### src/rtl/multicycle_control.sv
// Multi-cycle control FSM for the MIPS-subset core.
// Sequences fetch/decode/execute/memory/write-back and counts retired instructions.
module multicycle_control #(
    parameter int OPW = 6
) (
    input  logic           clk,
    input  logic           rst_n,
    input  logic [OPW-1:0] opcode,
    input  logic [OPW-1:0] funct,
    input  logic           alu_zero,
    input  logic           mem_ready,
    output logic           pc_en,
    output logic [1:0]     pc_source,
    output logic           iord,
    output logic           mem_read,
    output logic           mem_write,
    output logic           ir_write,
    output logic           reg_dst,
    output logic           mem_to_reg,
    output logic           reg_write,
    output logic           alu_src_a,
    output logic [1:0]     alu_src_b,
    output logic [3:0]     alu_ctrl,
    output logic           illegal_instr,
    output logic           instr_done,
    output logic [31:0]    retired
);

    typedef enum logic [3:0] {
        S_IDLE, S_FETCH, S_DECODE, S_MEM_ADDR, S_MEM_RD, S_MEM_WB, S_MEM_WR,
        S_EXEC, S_ALU_WB, S_IMM_EXEC, S_IMM_WB, S_BRANCH, S_JUMP
    } state_e;

    localparam logic [OPW-1:0] OP_R    = OPW'(6'b000000);
    localparam logic [OPW-1:0] OP_LW   = OPW'(6'b100011);
    localparam logic [OPW-1:0] OP_SW   = OPW'(6'b101011);
    localparam logic [OPW-1:0] OP_BEQ  = OPW'(6'b000100);
    localparam logic [OPW-1:0] OP_BNE  = OPW'(6'b000101);
    localparam logic [OPW-1:0] OP_ADDI = OPW'(6'b001000);
    localparam logic [OPW-1:0] OP_J    = OPW'(6'b000010);

    localparam logic [OPW-1:0] FN_ADD = OPW'(6'b100000);
    localparam logic [OPW-1:0] FN_SUB = OPW'(6'b100010);
    localparam logic [OPW-1:0] FN_AND = OPW'(6'b100100);
    localparam logic [OPW-1:0] FN_OR  = OPW'(6'b100101);
    localparam logic [OPW-1:0] FN_SLT = OPW'(6'b101010);
    localparam logic [OPW-1:0] FN_NOR = OPW'(6'b100111);

    localparam logic [3:0] ALU_ADD = 4'b0010;
    localparam logic [3:0] ALU_SUB = 4'b0110;
    localparam logic [3:0] ALU_AND = 4'b0000;
    localparam logic [3:0] ALU_OR  = 4'b0001;
    localparam logic [3:0] ALU_SLT = 4'b0111;
    localparam logic [3:0] ALU_NOR = 4'b1100;

    state_e      state_q, state_d;
    logic [31:0] retired_q, retired_d;

    logic       is_r, is_lw, is_sw, is_beq, is_bne, is_addi, is_j;
    logic       funct_ok, legal;
    logic [3:0] alu_fn;

    always_comb begin
        is_r     = (opcode == OP_R);
        is_lw    = (opcode == OP_LW);
        is_sw    = (opcode == OP_SW);
        is_beq   = (opcode == OP_BEQ);
        is_bne   = (opcode == OP_BNE);
        is_addi  = (opcode == OP_ADDI);
        is_j     = (opcode == OP_J);
        funct_ok = 1'b1;
        alu_fn   = ALU_ADD;
        case (funct)
            FN_ADD:  alu_fn = ALU_ADD;
            FN_SUB:  alu_fn = ALU_SUB;
            FN_AND:  alu_fn = ALU_AND;
            FN_OR:   alu_fn = ALU_OR;
            FN_SLT:  alu_fn = ALU_SLT;
            FN_NOR:  alu_fn = ALU_NOR;
            default: funct_ok = 1'b0;
        endcase
        legal = is_r ? funct_ok
                     : (is_lw | is_sw | is_beq | is_bne | is_addi | is_j);
    end

    always_ff @(posedge clk or negedge rst_n) begin
        if (!rst_n) begin
            state_q   <= S_IDLE;
            retired_q <= '0;
        end else begin
            state_q   <= state_d;
            retired_q <= retired_d;
        end
    end

    always_comb begin
        state_d = state_q;
        unique case (state_q)
            S_IDLE:     state_d = S_FETCH;
            S_FETCH:    state_d = mem_ready ? S_DECODE : S_FETCH;
            S_DECODE: begin
                // Illegal encodings skip straight to the next fetch
                if (!legal) begin
                    state_d = S_FETCH;
                end else begin
                    unique case (1'b1)
                        is_lw | is_sw:   state_d = S_MEM_ADDR;
                        is_r:            state_d = S_EXEC;
                        is_addi:         state_d = S_IMM_EXEC;
                        is_beq | is_bne: state_d = S_BRANCH;
                        is_j:            state_d = S_JUMP;
                        default:         state_d = S_FETCH;
                    endcase
                end
            end
            S_MEM_ADDR: state_d = is_sw ? S_MEM_WR : S_MEM_RD;
            S_MEM_RD:   state_d = mem_ready ? S_MEM_WB : S_MEM_RD;
            S_MEM_WR:   state_d = mem_ready ? S_FETCH : S_MEM_WR;
            S_EXEC:     state_d = S_ALU_WB;
            S_IMM_EXEC: state_d = S_IMM_WB;
            S_MEM_WB, S_ALU_WB, S_IMM_WB, S_BRANCH, S_JUMP:
                        state_d = S_FETCH;
            default:    state_d = S_IDLE;
        endcase
    end

    always_comb begin
        pc_en         = 1'b0;
        pc_source     = 2'd0;
        iord          = 1'b0;
        mem_read      = 1'b0;
        mem_write     = 1'b0;
        ir_write      = 1'b0;
        reg_dst       = 1'b0;
        mem_to_reg    = 1'b0;
        reg_write     = 1'b0;
        alu_src_a     = 1'b0;
        alu_src_b     = 2'd0;
        alu_ctrl      = ALU_ADD;
        illegal_instr = 1'b0;
        instr_done    = 1'b0;
        unique case (state_q)
            S_IDLE:     alu_ctrl = 4'b0000;
            S_FETCH: begin
                mem_read  = 1'b1;
                alu_src_b = 2'd1;
                pc_en     = mem_ready;
                ir_write  = mem_ready;
            end
            S_DECODE: begin
                alu_src_b     = 2'd3;
                illegal_instr = !legal;
            end
            S_MEM_ADDR: begin
                alu_src_a = 1'b1;
                alu_src_b = 2'd2;
            end
            S_MEM_RD: begin
                mem_read = 1'b1;
                iord     = 1'b1;
            end
            S_MEM_WB: begin
                reg_write  = 1'b1;
                mem_to_reg = 1'b1;
                instr_done = 1'b1;
            end
            S_MEM_WR: begin
                mem_write  = 1'b1;
                iord       = 1'b1;
                instr_done = mem_ready;
            end
            S_EXEC: begin
                alu_src_a = 1'b1;
                alu_ctrl  = alu_fn;
            end
            S_ALU_WB: begin
                reg_write  = 1'b1;
                reg_dst    = 1'b1;
                instr_done = 1'b1;
            end
            S_IMM_EXEC: begin
                alu_src_a = 1'b1;
                alu_src_b = 2'd2;
            end
            S_IMM_WB: begin
                reg_write  = 1'b1;
                instr_done = 1'b1;
            end
            S_BRANCH: begin
                alu_src_a  = 1'b1;
                alu_ctrl   = ALU_SUB;
                pc_source  = 2'd1;
                pc_en      = is_bne ? !alu_zero : alu_zero;
                instr_done = 1'b1;
            end
            S_JUMP: begin
                pc_source  = 2'd2;
                pc_en      = 1'b1;
                instr_done = 1'b1;
            end
            default: ;
        endcase
    end

    assign retired_d = retired_q + {31'd0, instr_done};
    assign retired   = retired_q;

endmodule

### config.mk
export PLATFORM = sky130hd
export DESIGN_NAME = multicycle_control
export DESIGN_NICKNAME = d
export VERILOG_FILES = /design/src/rtl/multicycle_control.sv
export SDC_FILE = /design/constraint.sdc
export NUM_CORES = 1
export LEC_CHECK = 0
export ABC_AREA = 0
export ABC_CLOCK_PERIOD_IN_PS = 7670
export CAP_MARGIN = 5
export CELL_PAD_IN_SITES_DETAIL_PLACEMENT = 1
export CELL_PAD_IN_SITES_GLOBAL_PLACEMENT = 1
export CORE_UTILIZATION = 33
export DETAILED_ROUTE_END_ITERATION = 12
export GPL_TIMING_DRIVEN = 0
export PLACE_DENSITY_LB_ADDON = 0.1
export RECOVER_POWER = 25
export SLEW_MARGIN = 20
export SYNTH_ARGS = -nofsm -noshare
export SYNTH_HDL_FRONTEND = slang
export SYNTH_SLANG_ARGS = --single-unit
export TNS_END_PERCENT = 1
### constraint.sdc
create_clock -name clk -period 7.67 [get_ports clk]
set_clock_uncertainty 0.2 [all_clocks]
set_input_delay 1.534 -clock clk [delete_from_list [all_inputs] [get_ports clk]]
set_output_delay 1.534 -clock clk [all_outputs]
set_load 0.01 [all_outputs]
## Word-level counts from Yosys, hierarchy flattened

Cells that the tools add are included.

- Add/subtract/negate cells: 1
- Eq/ne operators: 24
- Muxes and demuxes: 25
- Bitwise gates (word level): 6
- Reductions and logical operators: 12

Operators by type and width:

| kind | count |
|---|---|
| equality test 6 bit, second input constant | 8 |
| one-hot mux 4 bit (5 select lines) | 2 |
| adder 32 x 1 -> 32 bit | 1 |
| one-hot mux 4 bit (8 select lines) | 1 |
| equality test 4 bit, second input constant | 5 |
| equality test 4 x 3 -> 1 bit, second input constant | 4 |
| two-way mux 1 bit | 13 |
| equality test 6 x 3 -> 1 bit, second input constant | 2 |
| one-hot mux 4 bit (3 select lines) | 1 |
| OR reduction 6 bit | 2 |
| equality test 4 x 2 -> 1 bit, second input constant | 2 |
| equality test 6 x 2 -> 1 bit, second input constant | 1 |
| equality test 6 x 4 -> 1 bit, second input constant | 1 |
| logical NOT 6 bit | 1 |
| bitwise OR 1 bit | 6 |
| one-hot mux 2 bit (3 select lines) | 1 |
| OR reduction 2 bit | 3 |
| OR reduction 5 bit | 1 |
| equality test 4 x 1 -> 1 bit, second input constant | 1 |
| logical NOT 4 bit | 1 |
| two-way mux 2 bit | 2 |
| two-way mux 4 bit | 1 |
| one-hot mux 2 bit (2 select lines) | 1 |
| OR reduction 4 bit | 1 |
| 5 further kinds | 6 |

- Flip-flop bits (word level): 36
- Input bits: 16
- Output and inout port bits: 51
- Word-level logic and storage cells: 70

## Longest topological paths before layout

Gate-level depths: netlist of the first run.

- Depth after elaboration: 9
- Mapped depth: 12
- Gate-level depth less buffers: 11

## Worst setup path before layout of the first run

OpenSTA, ideal clock, no wires.

- Kind: in2out
- Start point: in opcode[5]
- End point: out pc_en
- Data arrival time: 2.423 ns
- Data required time: 5.936 ns
- Slack: 3.513 ns
- Stages: 5
- Path buffers: 0
- Cell sequence: nor2_1 nand4b_1 xnor2_1 nand2_1 o31ai_1

- Cells in the longest elaborated chain, start to end: 3

Ends and longest elaborated chain:

| element | RTL line | source |
|---|---|---|
| start: declaration | 8 | `input logic [OPW-1:0] opcode,` |
| equality test 6 x 3 -> 1 bit | 68 | `is_bne = (opcode == OP_BNE);` |
| two-way mux 1 bit | 193 | `pc_en = is_bne ? !alu_zero : alu_zero;` |
| one-hot mux 1 bit (3 select lines) | 142 | `unique case (state_q)` |
| end: declaration | 12 | `output logic pc_en,` |

Every way passes these cells.

## Final worst setup path of the first run

- Start point: in funct[1]
- End point: out illegal_instr

- Cells in the longest elaborated chain, start to end: 6
- Elaborated cells on any way between the ends: 11

Ends and longest elaborated chain:

| element | RTL line | source |
|---|---|---|
| start: declaration | 9 | `input logic [OPW-1:0] funct,` |
| equality test 6 bit | 73 | `case (funct)` |
| OR reduction 6 bit (no source line) (*) | n/a |  |
| two-way mux 1 bit (*) | 73 |  |
| two-way mux 1 bit (*) | 82 | `legal = is_r ? funct_ok` |
| logical NOT 1 bit (*) | 152 | `illegal_instr = !legal;` |
| two-way mux 1 bit (*) | 142 |  |
| end: declaration | 24 | `output logic illegal_instr,` |

Every way passes the cells marked *; elsewhere a longest branch is shown, timed or not.

==> metrics.log, run 1 <==
[metrics] run status: finished with violations
[metrics] violations in the final reports: capacitance limit, slew limit
[metrics] unrepaired setup endpoints after global routing: false
[metrics] Final period util: 0.683
[metrics] Total Negative Setup Slacks: 0 ns
[metrics] average instance area after synthesis: ~9.6 µm²
[metrics] TritonRoute pass-1 iters: 4
[metrics] Iteration-0 DRC Markers: 76
[metrics] Final Critical Period: 5.24 ns
[metrics] clock tree from TritonCTS: done
[metrics] top cell type by total area after synthesis: sky130_fd_sc_hd__dfrtp_1
[metrics] count of cell types in the netlist: 42
[metrics] Compound-Gate Fraction of Synth Area: 0.107
[metrics] Comb power frac: 0.426
[metrics] Ports: 67
[metrics] top cells by area in the synthesized netlist: sky130_fd_sc_hd__dfrtp_1, sky130_fd_sc_hd__xnor2_1, sky130_fd_sc_hd__xor2_1
[metrics] largest net degree at the start of global routing: 30
[metrics] number of synthesized register bits: 36
[metrics] max-slew headroom at the worst pin: -0.0144
[metrics] Simple-Gate Fraction of Synth Area: 0.281
[metrics] grt total ovfl: 0
[metrics] Clk Tree Root Cell: sky130_fd_sc_hd__clkbuf_8
[metrics] Die X-Extent: approximately 80 µm
[metrics] Resized cells post-CTS: 0
[metrics] aggregate global-route resource usage: 0.171
[metrics] slew at the pin with the worst max-slew slack: 1.52 ns
[metrics] remaining antenna violation count: 0
[metrics] Adder-Cell Fraction of Synth Area: 0.0122
[metrics] effective utilization at floorplan: 0.345
[metrics] final instance area: roughly 2900 µm²
[metrics] launching element type of the critical path: input port
[metrics] CTS Buf Count: 5
[metrics] Post-Syn Nets: about 230
[metrics] type of the worst min-delay path: reg2reg
[metrics] height of the chip: slightly above 80 µm
[metrics] most used flip-flop cell after synthesis: sky130_fd_sc_hd__dfrtp_1
[metrics] FFs w/ async S/R, synth: 1.00
[metrics] wire length of the first global-routing pass: roughly 8700 µm
[metrics] Seq/Total Area, Yosys: 0.438
[metrics] Worst IR Drop VDD: 0.000105 V
[metrics] power density over the cells: 216 nW/µm²
[metrics] detailed placement HPWL: around 4000 µm
[metrics] data required time of the critical path: around 5.9 ns
[metrics] clock tree buffer depth: 2
[metrics] Nets: slightly above 300
[metrics] Layout fillers: just over 700
[metrics] core utilization of the finished layout: 0.484
[metrics] DR vias: roughly 1900
[metrics] setup violation total in the final timing report: 0
[metrics] length of routed met3 wiring: ~260 µm
[metrics] upper clock frequency limit: 0.191 GHz
[metrics] post-place instance area: ~2800 µm²
[metrics] sum of routed wire length over all layers: between 5000 and 6000 µm
[metrics] Worst Hold Margin: roughly 0.27 ns
[metrics] netlist area before placement: 2060 µm²
[metrics] largest family of logic cells by synthesized area: simple AND/OR/NAND/NOR gates
[metrics] area added between synthesis and finish: 40.4%
[metrics] clock latency reported for the late side of the worst-skew pair: ~0.28 ns
[metrics] final hold violation count: 0
[metrics] fraction of layout instances using a drive strength above 1: 0.0588
[metrics] number of clock sinks: 36
[metrics] number of flops mapped to enable cells by yosys: 0
[metrics] Post-CTS Setup Repair Bufs: 0
[metrics] register share of total power: 0.375
[metrics] CTS Hold Buffers Added: 0
[metrics] average vias per placed instance: between 5 and 6
[metrics] length of routed met2 wiring: 2460 µm
[metrics] die area: around 6500 µm²
[metrics] endpoint type of the worst setup path: primary output
[metrics] Met1 Wirelength: 2360 µm
[metrics] clk slew on worst S/H paths: about 0.070 ns
[metrics] CTS H-tree depth: 2
[metrics] drc violations: 0
[metrics] post-layout worst setup margin: roughly 2.4 ns
[metrics] share of cell area taken by muxes after synthesis: 0.00548
[metrics] highest fanout seen on the critical path: 4
[metrics] Max-cap violations: 1
[metrics] total leakage power: roughly 1.2 nW
[metrics] number of antenna diodes: 0
[metrics] antenna violations before repair: 0
[metrics] switching share of total power: 0.352
[metrics] Switch Pwr: 0.220 mW
[metrics] top routing layer in use: met4
[metrics] vias in the first global route: ~1800
[metrics] fraction of power consumed by the clock network: 0.199
[metrics] portion of synthesized cell area occupied by the leading cell type: 0.438
[metrics] synthesis warning total: 0
[metrics] total internal power: a little over 0.4 mW
[metrics] minimum setup slack after placement: between 2 and 2.5 ns
[metrics] Gate Count Post-Synth: 215
[metrics] number of buffers inserted by port buffering: between 60 and 70
[metrics] Critical Setup Path Class: in2out
[metrics] Row Count: 28
[metrics] global placement routability congestion: just under 0.8
[metrics] area of the core region: 5960 µm²
[metrics] arrival time of the worst setup path: 3.51 ns
[metrics] average wire per standard cell: 14.2 µm
[metrics] xor/xnor cell area share of the yosys netlist: 0.136
[metrics] final count of pins violating max slew: 30
[flip-flops by register name (all words and copies together), names as in the netlist]
name / flops
retired: 32
state_q: 4
[logic make-up (layout without fill, tap and decap cells)]
group	Yosys count	after routing
flip-flops	36	36
XOR/XNOR	32	32
AO/OA/AOI/OAI	33	33
adder cells (fa/ha/maj)	2	2
AND/OR/NAND/NOR	100	100
buffers and inverters	11	85
multiplexers	1	1
[power by group through the flow]
stage | combinational, mW | clock [mW] | sequential (mW)
finish | 0.266 | 0.125 | 0.234
global route | 0.291 | 0.139 | 0.236
CTS | 0.271 | 0.130 | 0.234
detailed placement | 0.269 | 0 | 0.238
global placement | 0.269 | 0 | 0.237
floorplan | 0.132 | 0 | 0.238
[cells in the mapped netlist, types with 2 or more instances]
master / instances
sky130_fd_sc_hd__a21boi_0: 3
sky130_fd_sc_hd__and4_4: 3
sky130_fd_sc_hd__nand4_4: 2
sky130_fd_sc_hd__and3_1: 2
sky130_fd_sc_hd__nand3_1: 16
sky130_fd_sc_hd__nor2b_1: 6
sky130_fd_sc_hd__inv_1: 5
sky130_fd_sc_hd__nand2_1: 19
sky130_fd_sc_hd__nand4_1: 7
sky130_fd_sc_hd__o21ai_0: 7
sky130_fd_sc_hd__clkbuf_1: 6
sky130_fd_sc_hd__xor2_1: 11
sky130_fd_sc_hd__a31oi_1: 3
sky130_fd_sc_hd__nor3_1: 11
sky130_fd_sc_hd__o2bb2ai_1: 2
sky130_fd_sc_hd__ha_1: 2
sky130_fd_sc_hd__xnor2_1: 21
sky130_fd_sc_hd__and2_1: 2
sky130_fd_sc_hd__a21oi_1: 8
sky130_fd_sc_hd__dfrtp_1: 36
sky130_fd_sc_hd__nor2_1: 18
sky130_fd_sc_hd__nand2b_1: 4
sky130_fd_sc_hd__o22ai_1: 2
[layout make-up]
| cell class | instances | area, µm² | area share |
|---|---|---|---|
| clock buffer | 6 | 72.6 | 0.0252 |
| sequential | 36 | 901 | 0.312 |
| buffer | 6 | 22.5 | 0.00781 |
| multi-input combinational | 168 | 1110 | 0.386 |
| timing repair buffer | 67 | 658 | 0.228 |
| tap | 75 | 93.8 | 0.0325 |
| clock inverter | 1 | 5.00 | 0.00173 |
| inverter | 5 | 18.8 | 0.00650 |
[final timing paths]
| check | start | end | slack, ns | depth (start not counted) |
|---|---|---|---|---|
| min in group asynchronous | rst_n | retired[7] | 0.96 | 1 |
| setup reg to reg | state_q[1] | retired[20] | 4.26 | 11 |
| hold reg to reg | retired[31] | retired[31] | 0.27 | 1 |
| max in group asynchronous | rst_n | retired[23] | 4.55 | 2 |
| setup / recovery | funct[1] | illegal_instr | 2.43 | 7 |
| hold / removal | retired[31] | retired[31] | 0.27 | 1 |
[layer usage]
layer	up-vias	global-route usage
li1	913	-
met4	0	0.0607
met2	52	0.270
met3	9	0.0326
met1	879	0.232
met5	-	0
[worst max-delay path, stage by stage]
cell	delay [ns]
sky130_fd_sc_hd__clkdlybuf4s50_1	0.52
sky130_fd_sc_hd__mux2_2	0.34
sky130_fd_sc_hd__o21ai_0	0.14
sky130_fd_sc_hd__a21oi_1	0.12
sky130_fd_sc_hd__a31oi_1	0.23
sky130_fd_sc_hd__a21boi_0	0.12
sky130_fd_sc_hd__clkdlybuf4s50_1	0.49
[placed cells by master (no fill, tap or decap), types with 2 or more instances in the layout]
master and instances:
sky130_fd_sc_hd__inv_1 5, sky130_fd_sc_hd__nand3_1 16, sky130_fd_sc_hd__a21boi_0 3, sky130_fd_sc_hd__xnor2_1 21, sky130_fd_sc_hd__nand2b_1 4, sky130_fd_sc_hd__clkdlybuf4s50_1 65, sky130_fd_sc_hd__nand2_1 19, sky130_fd_sc_hd__a21oi_1 8
sky130_fd_sc_hd__ha_1 2, sky130_fd_sc_hd__o22ai_1 2, sky130_fd_sc_hd__dfrtp_1 36, sky130_fd_sc_hd__a31oi_1 3, sky130_fd_sc_hd__and2_1 2, sky130_fd_sc_hd__xor2_1 11, sky130_fd_sc_hd__and3_1 2, sky130_fd_sc_hd__nand4_1 7
sky130_fd_sc_hd__o21ai_0 7, sky130_fd_sc_hd__o2bb2ai_1 2, sky130_fd_sc_hd__nor2_1 18, sky130_fd_sc_hd__clkbuf_1 9, sky130_fd_sc_hd__nand4_4 2, sky130_fd_sc_hd__clkbuf_8 5, sky130_fd_sc_hd__nor3_1 11, sky130_fd_sc_hd__and4_4 3
sky130_fd_sc_hd__nor2b_1 6
[through the flow]
stage / power [mW] / cells
floorplan: 0.370 / 215
global placement: 0.506 / 356
detailed placement: 0.506 / 357
CTS: 0.635 / 364
global route: 0.666 / 364
finish: 0.624 / 364
No activity file was read; power rests on OpenSTA's default activity.
==> run 2: changes to the inputs <==
--- a/config.mk
+++ b/config.mk
@@ -6,11 +6,11 @@
 export NUM_CORES = 1
 export LEC_CHECK = 0
 export ABC_AREA = 0
-export ABC_CLOCK_PERIOD_IN_PS = 7670
+export ABC_CLOCK_PERIOD_IN_PS = 4200
 export CAP_MARGIN = 5
 export CELL_PAD_IN_SITES_DETAIL_PLACEMENT = 1
 export CELL_PAD_IN_SITES_GLOBAL_PLACEMENT = 1
-export CORE_UTILIZATION = 33
+export CORE_UTILIZATION = 31
 export DETAILED_ROUTE_END_ITERATION = 12
 export GPL_TIMING_DRIVEN = 0
 export PLACE_DENSITY_LB_ADDON = 0.1
==> constraint.sdc (replaced) <==
create_clock -name clk -period 4.2 [get_ports clk]
set_clock_uncertainty 0.2 [all_clocks]
set_input_delay 0.84 -clock clk [delete_from_list [all_inputs] [get_ports clk]]
set_output_delay 0.84 -clock clk [all_outputs]
set_load 0.01 [all_outputs]
==> run 2 against run 1 <==
Net effect: sequential share of layout area fell by 0.23 points; first-iteration DRC count fell by 41%; clock power rose by 110%; critical path depth did not move; worst hold slack improved by 0.020 ns; highest routed layer unchanged; register-to-register slack got worse by 3.5 ns; combinational power rose by 83%; largest cell class unchanged; critical path type unchanged; the flow now finishes without violations; cell area rose by 0.74%.
==> metrics.log, run 2 (synthesis gave the netlist of run 1 again) <==
[metrics] number of clock sinks: 36
[metrics] highest fanout seen on the critical path: 4
[metrics] TritonRoute pass-1 iters: 4
[metrics] Clk Tree Root Cell: sky130_fd_sc_hd__clkbuf_8
[metrics] leading cell types in the layout, fill and taps excluded: sky130_fd_sc_hd__clkdlybuf4s50_1, sky130_fd_sc_hd__dfrtp_1, sky130_fd_sc_hd__xnor2_1
[metrics] arrival time of the worst setup path: 3.06 ns
[metrics] Nets: slightly above 300
[metrics] average vias per placed instance: about 5.1
[metrics] largest net degree at the start of global routing: 20
[metrics] clock tree from TritonCTS: done
[metrics] effective utilization at floorplan: 0.322
[metrics] type of the worst min-delay path: reg2reg
[metrics] final count of pins violating max slew: 0
[metrics] CTS Hold Buffers Added: 0
[metrics] endpoint type of the worst setup path: primary output
[metrics] most common cell after layout, fill and taps aside: sky130_fd_sc_hd__clkdlybuf4s50_1
[metrics] Resized cells post-CTS: 0
[metrics] upper clock frequency limit: 0.244 GHz
[metrics] setup violation total in the final timing report: 0
[metrics] post-layout worst setup margin: between 0.1 and 0.15 ns
[metrics] aggregate global-route resource usage: 0.161
[metrics] run status: finished, final reports clean
[metrics] Total Negative Setup Slacks: 0 ns
[metrics] vias in the first global route: 1885
[metrics] fin cells: 366
[metrics] power density over the cells: approximately 410 nW/µm²
[metrics] minimum setup slack after placement: roughly 0.15 ns
[metrics] Post-CTS Setup Repair Bufs: 0
[metrics] clock latency reported for the late side of the worst-skew pair: 0.28 ns
[metrics] detailed placement HPWL: about 4200 µm
[metrics] wire length of the first global-routing pass: 9090 µm
[metrics] average wire per standard cell: approximately 15 µm
[metrics] fraction of layout instances using a drive strength above 1: 0.0623
[metrics] post-placement cell count: approximately 360
[metrics] Comb power frac: 0.414
[metrics] CTS Buf Count: 5
[metrics] Switch Pwr: 0.407 mW
[metrics] total leakage power: about 1.2 nW
[metrics] fraction of power consumed by the clock network: 0.224
[metrics] total internal power: roughly 0.77 mW
[metrics] drc violations: 0
[metrics] Die X-Extent: 83.4 µm
[metrics] unrepaired setup endpoints after global routing: false
[metrics] Met1 Wirelength: 2520 µm
[metrics] area added between synthesis and finish: 41.4%
[metrics] CTS H-tree depth: 2
[metrics] launching element type of the critical path: input port
[metrics] Critical Setup Path Class: in2out
[metrics] clock tree buffer depth: 2
[metrics] number of buffers inserted by port buffering: 66
[metrics] height of the chip: 83.4 µm
[metrics] Final period util: 0.975
[metrics] length of routed met3 wiring: around 290 µm
[metrics] Worst IR Drop VDD: approximately 0.00020 V
[metrics] Iteration-0 DRC Markers: 45
[metrics] number of antenna diodes: 0
[metrics] core utilization of the finished layout: 0.455
[metrics] register share of total power: 0.362
[metrics] clk slew on worst S/H paths: ~0.07 ns
[metrics] Final Critical Period: 4.10 ns
[metrics] remaining antenna violation count: 0
[metrics] final instance area: 2910 µm²
[metrics] final hold violation count: 0
[metrics] DR vias: around 1900
[metrics] area of the core region: about 6400 µm²
[metrics] data required time of the critical path: between 3 and 4 ns
[metrics] top routing layer in use: met4
[metrics] grt total ovfl: 0
[metrics] max-slew headroom at the worst pin: 0.345
[metrics] flip-flop count of the largest register after layout: 32
[metrics] global placement routability congestion: ~0.8
[metrics] length of routed met2 wiring: 2480 µm
[metrics] antenna violations before repair: 0
[metrics] post-place instance area: 2840 µm²
[metrics] Max-cap violations: 0
[metrics] slew at the pin with the worst max-slew slack: ~0.98 ns
[metrics] sum of routed wire length over all layers: about 5400 µm
[metrics] die area: 6960 µm²
[metrics] switching share of total power: 0.345
[metrics] Row Count: 29
[metrics] Ports: 67
-- run 2: power groups by stage --
stage          registers, mW  clock network [mW]  logic (mW)
3_5_place_dp           0.432                   0       0.495
6_report               0.427               0.264       0.488
5_1_grt                0.431               0.291       0.540
2_1_floorplan          0.435                   0       0.241
4_1_cts                0.427               0.275       0.500
3_3_place_gp           0.431                   0       0.493
-- run 2: path summary, 6_finish.rpt --
check                                  from             to  slack [ns]  depth (start not counted)
max in group asynchronous             rst_n    retired[27]        1.91                          2
worst min register to register  retired[31]    retired[31]        0.29                          1
worst max-delay path               funct[1]  illegal_instr        0.10                          7
worst max register to register   state_q[1]    retired[20]        0.79                         11
worst min-delay path            retired[31]    retired[31]        0.29                          1
min in group asynchronous             rst_n    retired[14]        0.49                          1
-- run 2: area by class of cell --
class | count | area, µm²
fillers | 754 | 3480
multi-input cells | 168 | 1110
flip-flops and latches | 36 | 901
repair buffers | 67 | 658
clock buffers | 7 | 96.3
well taps | 77 | 96.3
plain buffers | 6 | 22.5
inverters | 5 | 18.8
-- run 2: per-layer routing --
layer  up-vias  global-route usage
met2        59               0.268
met5         -                   0
li1        915                   -
met4         0              0.0462
met1       894               0.207
met3         6              0.0388
-- run 2: through the flow --
step | hold slack [ns] | power [mW]
after floorplan | 0.304 | 0.676
after global placement | 0.256 | 0.924
after detailed placement | 0.292 | 0.928
after CTS | 0.302 | 1.20
after global routing | 0.325 | 1.26
final | 0.291 | 1.18
-- run 2: critical path: stages --
cell	delay, ns
sky130_fd_sc_hd__clkdlybuf4s50_1	0.53
sky130_fd_sc_hd__mux2_2	0.35
sky130_fd_sc_hd__o21ai_0	0.30
sky130_fd_sc_hd__a21oi_1	0.16
sky130_fd_sc_hd__a31oi_1	0.25
sky130_fd_sc_hd__a21boi_0	0.13
sky130_fd_sc_hd__clkdlybuf4s50_1	0.50
==> run 3: changes to the inputs <==
--- a/config.mk
+++ b/config.mk
@@ -6,11 +6,11 @@
 export NUM_CORES = 1
 export LEC_CHECK = 0
 export ABC_AREA = 0
-export ABC_CLOCK_PERIOD_IN_PS = 4200
+export ABC_CLOCK_PERIOD_IN_PS = 4400
 export CAP_MARGIN = 5
 export CELL_PAD_IN_SITES_DETAIL_PLACEMENT = 1
 export CELL_PAD_IN_SITES_GLOBAL_PLACEMENT = 1
-export CORE_UTILIZATION = 31
+export CORE_UTILIZATION = 33
 export DETAILED_ROUTE_END_ITERATION = 12
 export GPL_TIMING_DRIVEN = 0
 export PLACE_DENSITY_LB_ADDON = 0.1
==> constraint.sdc (replaced) <==
create_clock -name clk -period 4.4 [get_ports clk]
set_clock_uncertainty 0.2 [all_clocks]
set_input_delay 0.88 -clock clk [delete_from_list [all_inputs] [get_ports clk]]
set_output_delay 0.88 -clock clk [all_outputs]
set_load 0.01 [all_outputs]
==> results of run 3 <==
The final DEF is identical to that of run 1. Status: finished with violations: capacitance limit, slew limit.
Main changes from that run: setup slack after placement 2.44 ns -> 0.408 ns; setup slack after layout 2.43 ns -> 0.466 ns; register-to-register setup slack 4.26 ns -> 0.99 ns; total power 0.624 mW -> 1.09 mW; worst IR drop on VDD 0.000105 V -> 0.000183 V
